## src/rtl/wb_arbiter_2m.sv

```systemverilog
// wb_arbiter_2m: two-master Wishbone arbiter sharing one slave port.
// Round-robin between an SPI bridge (m0) and a secondary requester (m1), with
// no preemption and a guaranteed idle bus cycle between ownerships.
// Optional build macro: WB_ARB_TIMEOUT_EN adds a stall watchdog that forces a
// bus error on the granted master after TIMEOUT_CYCLES unanswered strobes.
module wb_arbiter_2m #(
  parameter int TIMEOUT_CYCLES = 255
) (
  input  logic        i_clk,
  input  logic        i_rst_n,

  input  logic [31:0] m0_adr_i,
  input  logic [31:0] m0_dat_i,
  input  logic        m0_we_i,
  input  logic        m0_stb_i,
  input  logic        m0_cyc_i,
  input  logic [3:0]  m0_sel_i,
  output logic [31:0] m0_dat_o,
  output logic        m0_ack_o,
  output logic        m0_err_o,

  input  logic [31:0] m1_adr_i,
  input  logic [31:0] m1_dat_i,
  input  logic        m1_we_i,
  input  logic        m1_stb_i,
  input  logic        m1_cyc_i,
  input  logic [3:0]  m1_sel_i,
  output logic [31:0] m1_dat_o,
  output logic        m1_ack_o,
  output logic        m1_err_o,

  output logic [31:0] s_adr_o,
  output logic [31:0] s_dat_o,
  output logic [3:0]  s_sel_o,
  output logic        s_we_o,
  output logic        s_stb_o,
  output logic        s_cyc_o,
  input  logic [31:0] s_dat_i,
  input  logic        s_ack_i,
  input  logic        s_err_i,

  output logic [1:0]  o_grant,
  output logic        o_timeout
);

  typedef enum logic [1:0] {
    IDLE = 2'd0,
    GNT0 = 2'd1,
    GNT1 = 2'd2
  } state_t;

  state_t state;
  state_t state_nxt;

  // prio_m1 = 1 means m1 wins the next simultaneous request (m0 was granted last)
  logic prio_m1;
  logic prio_m1_nxt;

  // Asserted in the cycle the watchdog converts a stalled strobe into an error
  logic timeout_hit;

  // Ownership state and round-robin pointer registers
  always_ff @(posedge i_clk or negedge i_rst_n) begin
    if (!i_rst_n) begin
      state   <= IDLE;
      prio_m1 <= 1'b0;
    end else begin
      state   <= state_nxt;
      prio_m1 <= prio_m1_nxt;
    end
  end

  // Arbitration: decide only from IDLE, hold the owner while its cyc stays high
  always_comb begin
    state_nxt   = state;
    prio_m1_nxt = prio_m1;
    case (state)
      IDLE: begin
        if (m0_cyc_i && m1_cyc_i) begin
          if (prio_m1) begin
            state_nxt   = GNT1;
            prio_m1_nxt = 1'b0;
          end else begin
            state_nxt   = GNT0;
            prio_m1_nxt = 1'b1;
          end
        end else if (m0_cyc_i) begin
          state_nxt   = GNT0;
          prio_m1_nxt = 1'b1;
        end else if (m1_cyc_i) begin
          state_nxt   = GNT1;
          prio_m1_nxt = 1'b0;
        end
      end
      GNT0: begin
        if (!m0_cyc_i) state_nxt = IDLE;
      end
      GNT1: begin
        if (!m1_cyc_i) state_nxt = IDLE;
      end
      default: begin
        state_nxt = IDLE;
      end
    endcase
  end

  // Bus steering: copy the owner onto the slave port and route its response back
  always_comb begin
    s_adr_o  = 32'd0;
    s_dat_o  = 32'd0;
    s_sel_o  = 4'd0;
    s_we_o   = 1'b0;
    s_stb_o  = 1'b0;
    s_cyc_o  = 1'b0;
    m0_ack_o = 1'b0;
    m0_err_o = 1'b0;
    m1_ack_o = 1'b0;
    m1_err_o = 1'b0;
    case (state)
      GNT0: begin
        s_adr_o  = m0_adr_i;
        s_dat_o  = m0_dat_i;
        s_sel_o  = m0_sel_i;
        s_we_o   = m0_we_i;
        s_stb_o  = m0_stb_i & ~timeout_hit;
        s_cyc_o  = m0_cyc_i;
        m0_ack_o = s_ack_i;
        m0_err_o = s_err_i | timeout_hit;
      end
      GNT1: begin
        s_adr_o  = m1_adr_i;
        s_dat_o  = m1_dat_i;
        s_sel_o  = m1_sel_i;
        s_we_o   = m1_we_i;
        s_stb_o  = m1_stb_i & ~timeout_hit;
        s_cyc_o  = m1_cyc_i;
        m1_ack_o = s_ack_i;
        m1_err_o = s_err_i | timeout_hit;
      end
      default: begin
      end
    endcase
  end

  assign m0_dat_o = s_dat_i;
  assign m1_dat_o = s_dat_i;
  assign o_grant  = {state == GNT1, state == GNT0};

`ifdef WB_ARB_TIMEOUT_EN
  localparam logic [15:0] TIMEOUT_LIM = 16'(TIMEOUT_CYCLES);

  logic [15:0] stall_cnt;
  logic        granted_req;

  // The owner is actively strobing (before any watchdog masking)
  always_comb begin
    granted_req = 1'b0;
    case (state)
      GNT0:    granted_req = m0_cyc_i & m0_stb_i;
      GNT1:    granted_req = m1_cyc_i & m1_stb_i;
      default: granted_req = 1'b0;
    endcase
  end

  // A real slave response on the limit cycle wins over the forced error
  assign timeout_hit = granted_req && (stall_cnt == TIMEOUT_LIM) && !s_ack_i && !s_err_i;
  assign o_timeout   = timeout_hit;

  // Count unanswered strobe cycles; any response, the forced error or loss of ownership restarts it
  always_ff @(posedge i_clk or negedge i_rst_n) begin
    if (!i_rst_n) begin
      stall_cnt <= 16'd0;
    end else if (state == IDLE || state_nxt == IDLE || s_ack_i || s_err_i || timeout_hit) begin
      stall_cnt <= 16'd0;
    end else if (granted_req) begin
      stall_cnt <= stall_cnt + 16'd1;
    end
  end
`else
  logic unused_timeout_cfg;

  assign timeout_hit        = 1'b0;
  assign o_timeout          = 1'b0;
  assign unused_timeout_cfg = (TIMEOUT_CYCLES != 0);
`endif

endmodule

```

## config.mk

```make
export PLATFORM = sky130hd
export DESIGN_NAME = wb_arbiter_2m
export DESIGN_NICKNAME = d
export VERILOG_FILES = /design/src/rtl/wb_arbiter_2m.sv
export SDC_FILE = /design/constraint.sdc
export NUM_CORES = 1
export LEC_CHECK = 0
export ABC_AREA = 0
export CAP_MARGIN = 10
export CORE_AREA = 2 2 123 125
export DETAILED_ROUTE_END_ITERATION = 16
export DIE_AREA = 0 0 125 127
export PLACE_DENSITY_LB_ADDON = 0.1
export SLEW_MARGIN = 25
export SYNTH_ARGS = -nofsm -noshare
export SYNTH_HDL_FRONTEND = slang
export SYNTH_SLANG_ARGS = --single-unit
```

## constraint.sdc

```tcl
create_clock -name i_clk -period 4.5 [get_ports i_clk]
set_clock_uncertainty 0.15 [all_clocks]
set_input_delay 0.9 -clock i_clk [delete_from_list [all_inputs] [get_ports i_clk]]
set_output_delay 0.9 -clock i_clk [all_outputs]
set_load 0.005 [all_outputs]
```

==> impl_metrics.toml <==
[final_layout]
syn_to_final_growth_pct = 109.2
diodes = 0
n_fill_cell = 1550
stdcell_area_sq_mm = 0.003816
drive_gt1_frac = 0.03023
final_util = 0.2646
fin_nets = 580

[synthesis]
ys_ff_latch = 3
synth_nets = 436
synthFlopType = "dfrtp_1"
ys_seq_area_frac = 0.04115
async_flop_share = 1.000
syn_area_sq_mm = 0.001824
ys_types = 21
syn_avg_cell_area_sq_um = 7.182
synth_warnings = 0
synthesis.instances = 254
synth_edf_count = 0

[cts]
post_cts_buffers = 0
cts-root-buf = "clkbuf_16"
clock_sink_count = 3
htreeDepth = 1
cts_hold_buf = 0
cts_buffers = 3
cts_tree = "done"
post_cts_resized = 0
clkTransAtPathRegs_ps = 30
clk_path_buf_depth = 2
insertion_delay_ps = 220

[setup_path]
worstPathMaxFanout = 29
cp-end-kind = "output port"
crit_arrival_ps = 2520
path_cells = "inv_1, ha_2, buf_4, a22oi_1, nor2b_1, clkdlybuf4s50_1"
critPathBufInv = 3
setup.worst_path.class = "flip-flop to output port"
r2r_cells = 6
crit_required_ps = 3450
cp-start-kind = "flip-flop"
worst_path_max_delay_cell = "ha_2"
critPathMaxStageDelay_ps = 640
worstReg2RegStart = "state[0]"
r2r_end = "state[1]"
r2r_setup_slack_ps = 2440
crit_family = "buffers and inverters"

[global_route]
globalRouteMet1Util = 0.09195
met3_usage = 0.02178
grt_max_degree = 57
met2_usage = 0.2046
grt_first_pass_wirelength_um = 12710
overflow = 0
track_usage = 0.09756
grt_pass1_vias = 2468
antenna_found_initial = 0
busiest_layer = "met2"

[run_status]
status = "finished, final reports clean"

[power]
ir_worst_vdd_mv = 0.1793
intPower_w = 0.0009534
swShare = 0.3893
p_leak_nw = 1.243
power_density_mw_per_mm2 = 409.1
clockPowerShare = 0.090
p_comb_frac = 0.878
power_frac_seq = 0.032
power.switching_w = 0.0006078

[die]
boundaryPins = 320
start_util = 0.1265
die-width_um = 125
core_area_sq_mm = 0.01442
core.rowCount = 44
design.die.area_sq_mm = 0.01588
die_height_um = 127

[flow_run]
cap_violations = 0

[route]
vias = 2307
wl_per_cell_um = 14.75
vias_per_cell = 3.971
drc = 0
first_pass_iters = 4
drt_iter0_markers = 47
ant_nets = 0
finalWirelength_um = 8568

[sta]
final-hold-violation-count = 0
holdWs_ps = 372.3
tightestPinTransition_ps = 661.5
rsz0062_at_grt = "false"
min_period_ps = 3572
max_freq_mhz = 280.0
setup_viol = 0
tns_ps = 0
slew_headroom = 0.5590
post-route-period-util = 0.7937
maxSlewViolCount = 0

[place]
dp_hpwl_um = 6586
portBuffers = 222
placed_cell_area_sq_mm = 0.003737
place_congestion = 0.7879

[min_path]
min_delay_worst_endpoint = "prio_m1"
holdPathStages = 1
hold_path_class = "flip-flop to flip-flop"
hp-start = "prio_m1"
## cells by family after synthesis
| kind of cell | share of synthesized area |
|---|---|
| other | 0.002056 |
| adders and majority gates | 0.02744 |
| AOI/OAI and AO/OA | 0.3251 |
| DFF | 0.04115 |
| and+or+nand+nor | 0.2654 |
| buffers and inverters | 0.3388 |
## cell usage after synthesis, types with 2 or more instances
cell type  instances  area [sq um]
ha_1               4         50.05
buf_2             14         70.07
and2_1             4         25.02
buf_4             65         488.0
clkbuf_1           7         26.28
nor2b_1           71         444.2
dfrtp_1            3         75.07
buf_6              2         22.52
a22oi_1           70         525.5
inv_1              3         11.26
## routing by layer
| layer | part of all wire | routed length [um] | vias to the layer above |
|---|---|---|---|
| met5 | 0 | 0 | - |
| met4 | 0.021 | 181 | 0 |
| met3 | 0.088 | 754 | 20 |
| met2 | 0.57 | 4853 | 128 |
| met1 | 0.32 | 2779 | 1046 |
| li1 | - | - | 1113 |
## area by class of cell
cell class / instances / area [sq um] / area share
Clock buffer: 4 / 78.83 / 0.02066
Inverter: 3 / 11.26 / 0.002951
Multi-Input combinational cell: 160 / 1136 / 0.2977
Sequential cell: 3 / 75.07 / 0.01967
Tap cell: 184 / 230.2 / 0.06033
Timing Repair Buffer: 227 / 2285 / 0.5987
## power groups by stage
| stage | logic, W | clock network [W] | registers (W) |
|---|---|---|---|
| floorplan | 0.000751 | 0 | 0.0000476 |
| global placement | 0.00141 | 0 | 0.0000502 |
| detailed placement | 0.00140 | 0 | 0.0000505 |
| CTS | 0.00141 | 0.000144 | 0.0000502 |
| global route | 0.00151 | 0.000146 | 0.0000522 |
| finish | 0.00137 | 0.000141 | 0.0000499 |
## cells in the final DEF, fill, tap and decap left out
| cell | synthesis | routed |
|---|---|---|
| a21oi_2 | 1 | 1 |
| buf_4 | 65 | 3 |
| and2_1 | 4 | 4 |
| conb_1 | 1 | 1 |
| o2111ai_1 | 1 | 1 |
| ha_2 | 0 | 2 |
| clkbuf_16 | 0 | 3 |
| a41o_1 | 1 | 1 |
| dfrtp_1 | 3 | 3 |
| ha_1 | 4 | 2 |
| a31oi_1 | 1 | 1 |
| clkbuf_1 | 7 | 1 |
| buf_12 | 0 | 2 |
| nor2b_1 | 71 | 71 |
| a22oi_4 | 1 | 1 |
| nand2_1 | 1 | 1 |
| nand3_1 | 1 | 1 |
| a22oi_1 | 70 | 70 |
| inv_1 | 3 | 3 |
| nand2b_1 | 1 | 1 |
| clkdlybuf4s50_1 | 0 | 222 |
| o211ai_1 | 1 | 1 |
| a21oi_1 | 1 | 1 |
## registers in the layout, indices dropped and copies added (netlist names)
| signal | count |
|---|---|
| prio_m1 | 1 |
| state | 2 |
## stage by stage
stage | instances | setup WS [ps] | total power, W
floorplan | 254 | 2208 | 0.0007987
global placement | 577 | 1132 | 0.001458
detailed placement | 577 | 1095 | 0.001455
CTS | 581 | 852.7 | 0.001603
global route | 581 | 711.3 | 0.001707
finish | 581 | 928.4 | 0.001561
## worst max path at each step
stage / from / end / cells past startpoint
2_1_floorplan: state[1] / s_adr_o[0] / 6
3_3_place_gp: state[0] / s_adr_o[11] / 6
3_5_place_dp: state[0] / s_adr_o[14] / 6
4_1_cts: state[0] / s_adr_o[14] / 6
5_1_grt: state[0] / s_adr_o[7] / 6
6_report: state[0] / s_adr_o[14] / 6
No activity file was read; power rests on OpenSTA's default activity.
